File: config.mk
export PLATFORM = sky130hd
export DESIGN_NAME = command_sequencer_flat
export DESIGN_NICKNAME = d
export VERILOG_FILES = /design/src/rtl/cmd_pkg.sv /design/src/rtl/command_sequencer_if.sv /design/src/rtl/cmd_seq_shifter.sv /design/src/rtl/command_sequencer.sv /design/src/flat_wrapper.sv
export SDC_FILE = /design/constraint.sdc
export NUM_CORES = 1
export LEC_CHECK = 0
export BUFFER_PORTS_ARGS = -buffer_cell sky130_fd_sc_hd__buf_2
export CORE_MARGIN = 3
export CORE_UTILIZATION = 40
export CTS_CLUSTER_DIAMETER = 50
export CTS_CLUSTER_SIZE = 28
export DETAILED_ROUTE_END_ITERATION = 10
export GPL_ROUTABILITY_DRIVEN = 0
export PLACE_DENSITY = 0.63
export REMOVE_ABC_BUFFERS = 1
export SLEW_MARGIN = 20
export SYNTH_ARGS = -nofsm -noshare
export SYNTH_HDL_FRONTEND = slang
export SYNTH_HIERARCHICAL = 1
export SYNTH_SLANG_ARGS = --single-unit
File: constraint.sdc
create_clock -name avr_clk -period 2.3 [get_ports avr_clk]
set_clock_uncertainty 0.2 [all_clocks]
set_input_delay 0 -clock avr_clk [delete_from_list [all_inputs] [get_ports avr_clk]]
set_output_delay 0 -clock avr_clk [all_outputs]
set_load 0.01 [all_outputs]
File: src/rtl/cmd_pkg.sv
// Command codes shared by the sequencer and the command muxer, plus the sequencer state encoding.
package cmd_pkg;

  typedef logic [7:0] cmd_code_t;

  localparam cmd_code_t CMD_IDLE         = 8'h01;
  localparam cmd_code_t CMD_RESET_LO     = 8'h02;
  localparam cmd_code_t CMD_RESET_HI     = 8'h03;
  localparam cmd_code_t CMD_SREG_EN_LO   = 8'h04;
  localparam cmd_code_t CMD_SREG_EN_HI   = 8'h05;
  localparam cmd_code_t CMD_SI_LO        = 8'h06;
  localparam cmd_code_t CMD_SI_HI        = 8'h07;
  localparam cmd_code_t CMD_OE_LO        = 8'h08;
  localparam cmd_code_t CMD_OE_HI        = 8'h09;
  localparam cmd_code_t CMD_WE_LO        = 8'h0A;
  localparam cmd_code_t CMD_WE_HI        = 8'h0B;
  localparam cmd_code_t CMD_COUNTER_LO   = 8'h0C;
  localparam cmd_code_t CMD_COUNTER_HI   = 8'h0D;
  localparam cmd_code_t CMD_SNES_MODE_LO = 8'h0E;
  localparam cmd_code_t CMD_SNES_MODE_HI = 8'h0F;

  typedef enum logic [3:0] {
    ST_INIT,
    ST_IDLE,
    ST_SREG_OPEN,
    ST_SHIFT,
    ST_SREG_CLOSE,
    ST_STROBE_LO,
    ST_STROBE_HI,
    ST_CNT_LO,
    ST_CNT_HI,
    ST_DONE
  } seq_state_t;

  // Steps 1..4 of the post-reset sequence park every control line in its inactive level.
  function automatic cmd_code_t init_code(input logic [2:0] step);
    case (step)
      3'd1:    init_code = CMD_OE_HI;
      3'd2:    init_code = CMD_WE_HI;
      3'd3:    init_code = CMD_SREG_EN_HI;
      3'd4:    init_code = CMD_COUNTER_HI;
      default: init_code = CMD_IDLE;
    endcase
  endfunction

endpackage

File: src/rtl/command_sequencer_if.sv
// Request handshake and command-output bundle between a requester and command_sequencer.
interface command_sequencer_if
  import cmd_pkg::*;
#(
  parameter int ADDR_W = 24
);
  logic              req_valid;
  logic              req_ready;
  logic              req_write;
  logic [ADDR_W-1:0] req_addr;
  logic [7:0]        req_len;
  logic              byte_strobe;
  logic              done;
  cmd_code_t         avr_ctrl;

  modport master (
    output req_valid, req_write, req_addr, req_len,
    input  req_ready, byte_strobe, done, avr_ctrl
  );

  modport slave (
    input  req_valid, req_write, req_addr, req_len,
    output req_ready, byte_strobe, done, avr_ctrl
  );
endinterface

File: src/rtl/cmd_seq_shifter.sv
// Address shift register: loads a start address, shifts MSB first and flags the final bit.
module cmd_seq_shifter #(
  parameter int ADDR_W = 24
) (
  input  logic              avr_clk,
  input  logic              avr_reset,
  input  logic              load,
  input  logic [ADDR_W-1:0] load_value,
  input  logic              shift,
  output logic              msb,
  output logic              last_bit
);
  localparam int CNT_W = $clog2(ADDR_W + 1);

  logic [ADDR_W-1:0] sreg;
  logic [CNT_W-1:0]  bit_cnt;

  // The counter saturates at ADDR_W so stray shifts after the last bit never wrap the flag.
  always_ff @(posedge avr_clk) begin
    if (avr_reset) begin
      sreg    <= '0;
      bit_cnt <= '0;
    end else if (load) begin
      sreg    <= load_value;
      bit_cnt <= '0;
    end else if (shift) begin
      sreg <= sreg << 1;
      if (bit_cnt != CNT_W'(ADDR_W))
        bit_cnt <= bit_cnt + CNT_W'(1);
    end
  end

  assign msb      = sreg[ADDR_W-1];
  assign last_bit = (bit_cnt == CNT_W'(ADDR_W - 1));

endmodule

File: src/rtl/command_sequencer.sv
// Turns read/write requests into the AVR command-code stream (address shift, OE/WE strobes, counter bumps).
// Define CMD_SEQ_BURST_EN to honour req_len; without it every transfer is a single byte.
module command_sequencer
  import cmd_pkg::*;
#(
  parameter int STROBE_CYCLES = 2,
  parameter int ADDR_W        = 24
) (
  input  logic                avr_clk,
  input  logic                avr_reset,
  command_sequencer_if.slave  bus
);
  localparam logic [3:0] STROBE_LAST = 4'(STROBE_CYCLES);

  seq_state_t state, state_d;
  logic [2:0] init_step, init_step_d;
  logic [3:0] strobe_cnt, strobe_cnt_d;
  logic [8:0] bytes_left, bytes_left_d;
  logic       is_write, is_write_d;
  logic       shift_last, shift_last_d;
  cmd_code_t  ctrl_d;
  logic       ready_d, strobe_d, done_d;
  logic       load, shift_en, msb, last_bit, more_bytes;

  cmd_seq_shifter #(.ADDR_W(ADDR_W)) u_shifter (
    .avr_clk    (avr_clk),
    .avr_reset  (avr_reset),
    .load       (load),
    .load_value (bus.req_addr),
    .shift      (shift_en),
    .msb        (msb),
    .last_bit   (last_bit)
  );

`ifdef CMD_SEQ_BURST_EN
  assign more_bytes = (bytes_left > 9'd1);
`else
  assign more_bytes = 1'b0;
`endif

  // Outputs are decoded from the next state so the registered avr_ctrl lines up with the state it names.
  always_comb begin
    state_d      = state;
    init_step_d  = init_step;
    strobe_cnt_d = strobe_cnt;
    bytes_left_d = bytes_left;
    is_write_d   = is_write;
    shift_last_d = shift_last;
    load         = 1'b0;
    ctrl_d       = CMD_IDLE;
    strobe_d     = 1'b0;
    done_d       = 1'b0;
    case (state)
      ST_INIT: begin
        if (init_step == 3'd4) begin
          state_d = ST_IDLE;
        end else begin
          init_step_d = init_step + 3'd1;
          ctrl_d      = init_code(init_step_d);
        end
      end
      ST_IDLE: begin
        if (bus.req_valid && bus.req_ready) begin
          load         = 1'b1;
          is_write_d   = bus.req_write;
          bytes_left_d = (bus.req_len == 8'd0) ? 9'd256 : {1'b0, bus.req_len};
          state_d      = ST_SREG_OPEN;
          ctrl_d       = CMD_SREG_EN_LO;
        end
      end
      ST_SREG_OPEN, ST_SHIFT: begin
        if (state == ST_SHIFT && shift_last) begin
          state_d = ST_SREG_CLOSE;
          ctrl_d  = CMD_SREG_EN_HI;
        end else begin
          state_d      = ST_SHIFT;
          ctrl_d       = msb ? CMD_SI_HI : CMD_SI_LO;
          shift_last_d = last_bit;
        end
      end
      ST_SREG_CLOSE, ST_CNT_HI: begin
        state_d      = ST_STROBE_LO;
        strobe_cnt_d = 4'd1;
        ctrl_d       = is_write ? CMD_WE_LO : CMD_OE_LO;
        strobe_d     = (strobe_cnt_d == STROBE_LAST);
      end
      ST_STROBE_LO: begin
        if (strobe_cnt == STROBE_LAST) begin
          state_d = ST_STROBE_HI;
          ctrl_d  = is_write ? CMD_WE_HI : CMD_OE_HI;
        end else begin
          strobe_cnt_d = strobe_cnt + 4'd1;
          ctrl_d       = is_write ? CMD_WE_LO : CMD_OE_LO;
          strobe_d     = (strobe_cnt_d == STROBE_LAST);
        end
      end
      ST_STROBE_HI: begin
        if (more_bytes) begin
          state_d      = ST_CNT_LO;
          bytes_left_d = bytes_left - 9'd1;
          ctrl_d       = CMD_COUNTER_LO;
        end else begin
          state_d = ST_DONE;
          done_d  = 1'b1;
        end
      end
      ST_CNT_LO: begin
        state_d = ST_CNT_HI;
        ctrl_d  = CMD_COUNTER_HI;
      end
      ST_DONE: begin
        state_d = ST_IDLE;
      end
      default: begin
        state_d     = ST_INIT;
        init_step_d = 3'd0;
      end
    endcase
    ready_d  = (state_d == ST_IDLE);
    shift_en = (state_d == ST_SHIFT);
  end

  always_ff @(posedge avr_clk) begin
    if (avr_reset) begin
      state           <= ST_INIT;
      init_step       <= 3'd0;
      strobe_cnt      <= 4'd0;
      bytes_left      <= 9'd0;
      is_write        <= 1'b0;
      shift_last      <= 1'b0;
      bus.avr_ctrl    <= CMD_IDLE;
      bus.req_ready   <= 1'b0;
      bus.byte_strobe <= 1'b0;
      bus.done        <= 1'b0;
    end else begin
      state           <= state_d;
      init_step       <= init_step_d;
      strobe_cnt      <= strobe_cnt_d;
      bytes_left      <= bytes_left_d;
      is_write        <= is_write_d;
      shift_last      <= shift_last_d;
      bus.avr_ctrl    <= ctrl_d;
      bus.req_ready   <= ready_d;
      bus.byte_strobe <= strobe_d;
      bus.done        <= done_d;
    end
  end

endmodule

File: src/flat_wrapper.sv
// flat-port wrapper written by rule: the top's interface ports become plain ports
module command_sequencer_flat import cmd_pkg::*;
#(
  parameter int STROBE_CYCLES = 2,
  parameter int ADDR_W        = 24
)
  (avr_clk, avr_reset, bus_req_valid, bus_req_write, bus_req_addr, bus_req_len, bus_req_ready, bus_byte_strobe, bus_done, bus_avr_ctrl);
  command_sequencer_if #(.ADDR_W(ADDR_W)) bus_i ();
  input  logic avr_clk;
  input  logic avr_reset;
  input wire logic [$bits(bus_i.req_valid)-1:0] bus_req_valid;
  input wire logic [$bits(bus_i.req_write)-1:0] bus_req_write;
  input wire logic [$bits(bus_i.req_addr)-1:0] bus_req_addr;
  input wire logic [$bits(bus_i.req_len)-1:0] bus_req_len;
  output wire logic [$bits(bus_i.req_ready)-1:0] bus_req_ready;
  output wire logic [$bits(bus_i.byte_strobe)-1:0] bus_byte_strobe;
  output wire logic [$bits(bus_i.done)-1:0] bus_done;
  output wire logic [$bits(bus_i.avr_ctrl)-1:0] bus_avr_ctrl;
  assign bus_i.req_valid = bus_req_valid;
  assign bus_i.req_write = bus_req_write;
  assign bus_i.req_addr = bus_req_addr;
  assign bus_i.req_len = bus_req_len;
  assign bus_req_ready = bus_i.req_ready;
  assign bus_byte_strobe = bus_i.byte_strobe;
  assign bus_done = bus_i.done;
  assign bus_avr_ctrl = bus_i.avr_ctrl;
  command_sequencer #(.STROBE_CYCLES(STROBE_CYCLES), .ADDR_W(ADDR_W)) u_core (.avr_clk(avr_clk), .avr_reset(avr_reset), .bus(bus_i));
endmodule
==> metrics.md, run 1 <==
| Metric | Value |
|---|---|
| Status | finished clean |
| Fin. Hold Viols | 0 |
| Leakage | between 1 and 1.5 nW |
| Slew at the pin closest to its max-slew limit | 0.602 ns |
| Unrepaired setup endpoints after global routing | no |
| Die Width | 87.8 um |
| Largest buffer count on any clock path | 2 |
| Clk slew on worst S/H paths | ~0.090 ns |
| PortBufs | 34 |
| Drt total wl | roughly 5200 um |
| Skew-Pair Late Insertion Delay | approximately 0.29 ns |
| Min-Delay Path Class | input port to flop |
| Antenna violations before repair | 0 |
| Syn-to-layout area delta | 23.3% |
| CTS tree | yes |
| Post-route minimum period | between 2 and 2.5 ns |
| ANT nets after route | 0 |
| Setup bufs post-CTS | 0 |
| Drt pass-1 iters | 5 |
| Endpoint of the lowest-slack register-to-register path | u_core/u_shifter/sreg[2] |
| Setup TNS | 0 ns |
| Sequential area share after synthesis | 36.7% |
| Headroom to the max-slew limit | between 50 and 60% |
| Setup crit end kind | flop |
| Cts bufs inserted | 5 |
| Starting Density | a little over two fifths |
| Clk sinks | 49 |
| Flop2flop setup slack | between 0.15 and 0.2 ns |
| Antenna Cells | 0 |
| Critical path data arrival time | about 2.1 ns |
| Pwr per Cell Area | ~540 mW/mm2 |
| DRC | 0 |
| Share of cells above drive strength 1 | between 20% and 30% |
| Drt wl/cell | around 13 um |
| Maxcap violations | 0 |
| Area leader, netlist | dfxtp_1 |
| Via-to-Cell Ratio | approximately 5 |
| # nets final | ~380 |
| Post-DP HPWL | between 3000 and 4000 um |
| Worst path max stage delay | ~0.47 ns |
| Required @ worst endpoint | approximately 2.3 ns |
| 1st-iter DRT viols | 63 |
| Die ar. | approximately 0.0077 mm2 |
| Hold_sp | bus_req_valid |
| Post_cts resized | 0 |
| Register Area | a little under 0.001 mm2 |
| Worst VDD drop | approximately 0.00024 V |
| IO Pins | 47 |
| #FFs+latches synth | 49 |
| Global-route wire length before repair | ~9000 um |
| Setup CP Type | flop to flop |
| Worst Hold Path EP | u_core/bus.avr_ctrl[0] |
| Worst Hold Depth | 5 |
| Root buf cell | clkbuf_8 |
| CTS H-Tree Depth | 2 |
| Critical path peak fanout | 22 |
| Syn avg cell area | slightly below 10 um2 |
| Post-Syn Area | between 0.002 and 0.003 mm2 |
| Total track usage | between 10% and 20% |
| Number of global-route vias before repair | between 2000 and 2500 |
| Die Ht | about 88 um |
| Synth cell types | between 50 and 60 |
| Area of the multi-input gates | 0.00153 mm2 |
| Filler instances | about 610 |
| Top cells by area, synth | dfxtp_1, mux2i_1, mux2_4 |
| Area of the core | around 0.0064 mm2 |
| Slowest cell on crit path | dfxtp_1 |
| Fmax | 475 MHz |
| Crit start category | flop |
| Global route overflow | 0 |
| Via Count | around 2000 |
| Largest net degree at the start of global routing | 34 |
| Setup violations, final | 0 |
| Post-layout util | between 50% and 60% |
| Hold slack | 0.0639 ns |
| Worst R2R Path Depth | 6 |
| Floorplan row count | 29 |
| Mapped Cells | 270 |
| Critical Path, Cell by Cell | nand2b_1 -> nor3b_4 -> buf_12 -> mux2_4 -> mux2i_1 -> nor2_1 |
| YS warnings | 6 |
| Share of the synthesized area in the top cell type | between 30% and 40% |
| Crit share post-route | around 90% |
| Reg2Reg Launch Point | u_core/state[1] |
| Fin. max-slew vios | 0 |
| Hold_buf cts | 26 |
==> area by class of cell <==
| class | count | share of cell area, % |
|---|---|---|
| multi-input cells | 196 | 46.5 |
| flip-flops and latches | 49 | 29.7 |
| repair buffers | 72 | 16.5 |
| well taps | 77 | 2.92 |
| clock buffers | 7 | 2.62 |
| clock inverters | 1 | 0.910 |
| inverters | 7 | 0.796 |
==> cell usage after synthesis (all sizes together) <==
cell     n
nor4b    1
nand3    2
o22ai    2
nand3b   1
a31oi    1
conb     1
nor2b    6
buf     16
dfxtp   49
nor3     5
a311oi   2
o22a     1
a21boi   1
nand2b   7
and2     1
nand2   11
o21a     3
nand4    2
mux2    25
or4b     2
mux2i   29
or3      2
o21bai   1
ha      10
o31ai    2
clkbuf   5
and4b    1
nor2    39
o211ai   1
inv      7
and4bb   2
o2111a   1
nor3b    4
a211oi   1
a21oi   10
and3     2
o32ai    1
xor2     4
xnor2    2
o21ai    4
nor4bb   1
or3b     1
a221oi   1
==> layer usage <==
layer,GRT usage [%],wire (um),up-vias
met2,26.0,2600,39
met5,0,0,-
li1,-,-,1050
met3,3.39,171,4
met1,17.2,2400,951
met4,4.18,26,0
==> power breakdown <==
group          total (mW)  internal [mW]  switching (mW)  leakage (nW)
Sequential          0.893          0.875          0.0180         0.396
Clock               0.631          0.355           0.276        0.0585
Combinational       0.250          0.135           0.115         0.876
==> registers in the layout, summed over array words and instances, names as in the netlist, 3 cells and up <==
register,flops
u_core/bus.avr_ctrl,4
u_core/state,4
u_core/init_step,3
u_core/strobe_cnt,4
u_core/u_shifter/sreg,24
u_core/u_shifter/bit_cnt,5
==> cell families (layout without fill, tap and decap cells) <==
group	after synthesis	after routing	share of synthesized area (%)
mux	54	54	23.6
fa+ha+maj	10	10	4.68
xor+xnor	6	6	1.96
buf+inv	28	87	6.92
flops	49	49	36.7
compound gates	32	32	7.91
simple gates	90	90	18.1
other cells	1	4	0.140
==> worst max path at each step <==
stage          depth (start not counted)  slack, ns                           to       startpoint
2_1_floorplan                          5      -1.18  u_core/u_shifter/bit_cnt[0]  u_core/state[2]
3_3_place_gp                           6       0.25    u_core/u_shifter/sreg[15]  u_core/state[1]
3_5_place_dp                           6       0.23    u_core/u_shifter/sreg[12]  u_core/state[1]
4_1_cts                                6       0.20    u_core/u_shifter/sreg[10]  u_core/state[1]
5_1_grt                                6       0.04    u_core/u_shifter/sreg[12]  u_core/state[1]
6_report                               6       0.19     u_core/u_shifter/sreg[2]  u_core/state[1]
==> per-stage QoR <==
| step | std cells | setup WS [ns] | area (um2) | power (mW) |
|---|---|---|---|---|
| floorplan | 252 | -1.18 | 2530 | 1.04 |
| global placement | 375 | 0.252 | 2920 | 1.13 |
| detailed placement | 375 | 0.231 | 2920 | 1.13 |
| CTS | 409 | 0.198 | 3300 | 1.80 |
| global route | 409 | 0.0366 | 3300 | 1.87 |
| finish | 409 | 0.193 | 3300 | 1.77 |
==> worst max-delay path: cells and delay by family (launching register included) <==
family / cells / cell delay, ns
and+or+nand+nor: 3 / 0.57
muxes: 2 / 0.48
DFF: 1 / 0.47
buffers and inverters: 1 / 0.23
==> placed cells by master (no fill, tap or decap), drive strengths merged, types with 5 or more instances in the layout <==
| master | Yosys | final |
|---|---|---|
| dlygate4sd3 | 0 | 26 |
| mux2 | 25 | 25 |
| a21oi | 10 | 10 |
| ha | 10 | 10 |
| nor2b | 6 | 6 |
| nor2 | 39 | 39 |
| inv | 7 | 7 |
| nand2 | 11 | 11 |
| buf | 16 | 46 |
| clkbuf | 5 | 7 |
| mux2i | 29 | 29 |
| nor3 | 5 | 5 |
| dfxtp | 49 | 49 |
| nand2b | 7 | 7 |
Power figures use the tool's default switching activity.
==> run 2: changes to the inputs <==
- ABC_AREA: default -> 1
- HOLD_SLACK_MARGIN: default -> 0.03
- PLACE_DENSITY: 0.63 -> 0.64
==> run 2 against run 1 <==
Sequential cell count unchanged. Cell count is 26% higher. Fmax fell by 4.1%. Clock-buffer cell count unchanged. Register-to-register slack worse by 0.09 ns.
==> metrics.md, run 2 <==
| Metric | Value |
|---|---|
| Status | finished clean (unchanged) |
| Register with the most flip-flops | u_core/u_shifter/sreg (unchanged) |
| Slew at the pin closest to its max-slew limit | 0.625 ns (was 0.602 ns) |
| PortBufs | 34 (unchanged) |
| Total track usage | 15.0% (was 14.5%) |
| Commonest non-fill, non-tap cell in the layout | nand2_1 (was dfxtp_1) |
| Syn-to-layout area delta | 20.5% (was 23.3%) |
| Mapped Cells | 382 (was 270) |
| Global route overflow | 0 (unchanged) |
| Most instantiated cells after synthesis | nand2_1, dfxtp_1, inv_1, nand3_1, nor2_1 (was dfxtp_1, nor2_1, mux2i_1, mux2_4, nand2_1) |
| Die ar. | 0.00749 mm2 (was 0.00771 mm2) |
| # nets final | 488 (was 377) |
| Worst path max stage delay | 0.55 ns (was 0.47 ns) |
| Worst VDD drop | 0.000417 V (was 0.000245 V) |
| Drt wl/cell | 10.2 um (was 12.7 um) |
| Antenna Cells | 0 (unchanged) |
| Share of the synthesized area in the top cell type | 37.8% (was 36.7%) |
| Clk sinks | 49 (unchanged) |
| Clk pwr share | 30.6% (was 35.6%) |
| Min-Delay Path Class | flop to flop (was input port to flop) |
| Drt pass-1 iters | 4 (was 5) |
| Unrepaired setup endpoints after global routing | no (unchanged) |
| Starting Density | 42.6% (was 41.7%) |
| Die Width | 86.5 um (was 87.8 um) |
| Pwr per Cell Area | 533 mW/mm2 (was 538 mW/mm2) |
| Share of cells above drive strength 1 | 14.7% (was 25.0%) |
| Cts bufs inserted | 5 (unchanged) |
| Headroom to the max-slew limit | 58.3% (was 59.9%) |
| Area of the core | 0.00610 mm2 (was 0.00642 mm2) |
| Setup violations, final | 0 (unchanged) |
| Crit share post-route | 95.5% (was 91.6%) |
| 1st-iter DRT viols | 119 (was 63) |
| Crit start category | flop (unchanged) |
| DRC | 0 (unchanged) |
| ANT nets after route | 0 (unchanged) |
| Critical path peak fanout | 13 (was 22) |
| CTS H-Tree Depth | 2 (unchanged) |
| Post-DP HPWL | 3540 um (was 3550 um) |
| Count leader, synth | nand2_1 (was dfxtp_1) |
| Die Ht | 86.5 um (was 87.8 um) |
| P_sw | 0.429 mW (was 0.410 mW) |
| Combinational share of power | 15.3% (was 14.1%) |
| Required @ worst endpoint | 2.34 ns (was 2.26 ns) |
| Most used flip-flop cell after synthesis | dfxtp_1 (unchanged) |
| Post-layout util | 51.3% (was 51.4%) |
| Sequential area share after synthesis | 37.8% (was 36.7%) |
| Setup crit end kind | flop (unchanged) |
| Skew-Pair Late Insertion Delay | 0.30 ns (was 0.29 ns) |
| Register Area | 981 um2 (unchanged) |
| Post-synth EDFFs | 0 (unchanged) |
| Number of global-route vias before repair | 2275 (was 2047) |
| Top Registers | u_core/u_shifter/sreg x24, u_core/u_shifter/bit_cnt x5 (unchanged) |
| Critical Path, Cell by Cell | nor2_1 -> nand4_1 -> inv_4 -> nand2_1 -> a21oi_1 -> dlygate4sd3_1 (was nand2b_1 -> nor3b_4 -> buf_12 -> mux2_4 -> mux2i_1 -> nor2_1) |
| Most frequent cells in the layout | nand2_1, dfxtp_1, inv_1 (was dfxtp_1, nor2_1, buf_2) |
| Filler instances | 629 (was 613) |
| Critical path data arrival time | 2.24 ns (was 2.07 ns) |
| YS warnings | 6 (unchanged) |
| Top cells by area, synth | dfxtp_1, nand2_1, nand3_1 (was dfxtp_1, mux2i_1, mux2_4) |
| Synth cell types | 28 (was 51) |
| Fmax | 455 MHz (was 475 MHz) |
| Largest net degree at the start of global routing | 25 (was 34) |
| Root buf cell | clkbuf_8 (unchanged) |
| Switching share of power | 25.7% (was 23.1%) |
| Slowest cell on crit path | dlygate4sd3_1 (was dfxtp_1) |
| Drt total wl | 5260 um (was 5200 um) |
| Global-route wire length before repair | 9270 um (was 9030 um) |
| Post-route minimum period | 2.20 ns (was 2.11 ns) |
| Critical Path Start | u_core/state[1] (unchanged) |
| Seq pwr share | 54.1% (was 50.3%) |
| FFs w/ async S/R, synth | 0% (unchanged) |
| Floorplan row count | 28 (was 29) |
| IO Pins | 47 (unchanged) |
| Fin. max-slew vios | 0 (unchanged) |
| Reg2Reg Launch Point | u_core/state[1] (unchanged) |
| Leakage | 1.60 nW (was 1.33 nW) |
| Hold_sp | u_core/u_shifter/sreg[0] (was bus_req_valid) |
| Syn avg cell area | 6.79 um2 (was 9.91 um2) |
| Area of the multi-input gates | 0.00129 mm2 (was 0.00153 mm2) |
| Area leader, netlist | dfxtp_1 (unchanged) |
| Maxcap violations | 0 (unchanged) |
| CTS tree | yes (unchanged) |
| Setup TNS | 0 ns (unchanged) |
| Max reg flops | 24 (unchanged) |
| Via Count | 2381 (was 2044) |
| Largest buffer count on any clock path | 2 (unchanged) |
| #FFs+latches synth | 49 (unchanged) |
| Setup CP Type | flop to flop (unchanged) |
| Antenna violations before repair | 0 (unchanged) |
| Clk slew on worst S/H paths | 0.09 ns (about the same) |
| Fin. Hold Viols | 0 (unchanged) |
| Post-Syn Area | 0.00259 mm2 (was 0.00268 mm2) |
| Cell internal pwr | 1.24 mW (was 1.36 mW) |
| Via-to-Cell Ratio | 4.61 (was 5.00) |
==> run 2: cell count changes in the layout (fill, tap and decap cells not counted), moves of 8 or more <==
cell | before | now
a21oi_1 | 10 | 18
nor2_1 | 38 | 24
inv_1 | 7 | 46
mux2i_1 | 29 | 0
mux2_4 | 16 | 0
nand2_1 | 11 | 141
nand3_1 | 2 | 36
mux2_2 | 9 | 0
==> run 2: cell families (layout without fill, tap and decap cells) <==
group,after synthesis,count (layout),synth area share [%]
buffers and inverters,67,124,12.9
xor gates and xnor gates,2,2,0.675
adders and majority gates,10,10,4.82
other,1,4,0.145
AOI/OAI and AO/OA,27,27,5.35
and+or+nand+nor,226,226,38.3
DFF,49,49,37.8
==> run 2: timing repair <==
action                                  in CTS  in global routing
setup buffers                                0                  0
endpoints found under the hold margin       38                  0
endpoints found under the setup margin       0                  1
resized for setup                            0                  2
hold buffers                                28                  0
==> run 2: stage by stage <==
stage | power (mW) | std cells | setup WS, ns | area (um2) | hold WS, ns
after floorplan | 1.06 | 369 | 0.405 | 2460 | -0.131
after global placement | 1.14 | 482 | 0.305 | 2760 | 0.0658
after detailed placement | 1.14 | 482 | 0.308 | 2760 | 0.0593
after CTS | 1.69 | 517 | 0.0579 | 3130 | 0.282
after global routing | 1.76 | 517 | 0.00529 | 3130 | 0.309
final | 1.67 | 517 | 0.104 | 3130 | 0.275
==> run 2: area by class of cell <==
cell class	count	area share (%)
multi-input cells	269	41.2
flip-flops and latches	49	31.4
repair buffers	66	15.4
inverters	51	6.28
well taps	75	3.00
clock buffers	7	2.76
==> run 2: power by group through the flow <==
stage | Clock [mW] | Combinational [mW] | Sequential [mW]
floorplan | 0 | 0.133 | 0.931
global placement | 0 | 0.218 | 0.922
detailed placement | 0 | 0.220 | 0.922
CTS | 0.530 | 0.256 | 0.902
global route | 0.559 | 0.293 | 0.909
finish | 0.510 | 0.256 | 0.902
==> run 2: final timing paths <==
path	to	slack [ns]	depth (start not counted)
worst max-delay path	u_core/is_write	0.10	6
worst min register to register	u_core/u_shifter/sreg[0]	0.27	2
worst max register to register	u_core/is_write	0.10	6
worst min-delay path	u_core/u_shifter/sreg[0]	0.27	2
==> run 2: metal layers <==
| metal | GRT usage, % | share of wire, % |
|---|---|---|
| met1 | 18.6 | 48 |
| met2 | 25.5 | 46 |
| met3 | 3.14 | 4.7 |
| met4 | 5.24 | 1.2 |
| met5 | 0 | 0 |
==> run 2: critical path: cells and delay by family (launching register included) <==
family / cells / cell delay [ns]
AOI/OAI and AO/OA: 1 / 0.13
buffers and inverters: 2 / 0.82
DFF: 1 / 0.38
and+or+nand+nor: 3 / 0.60
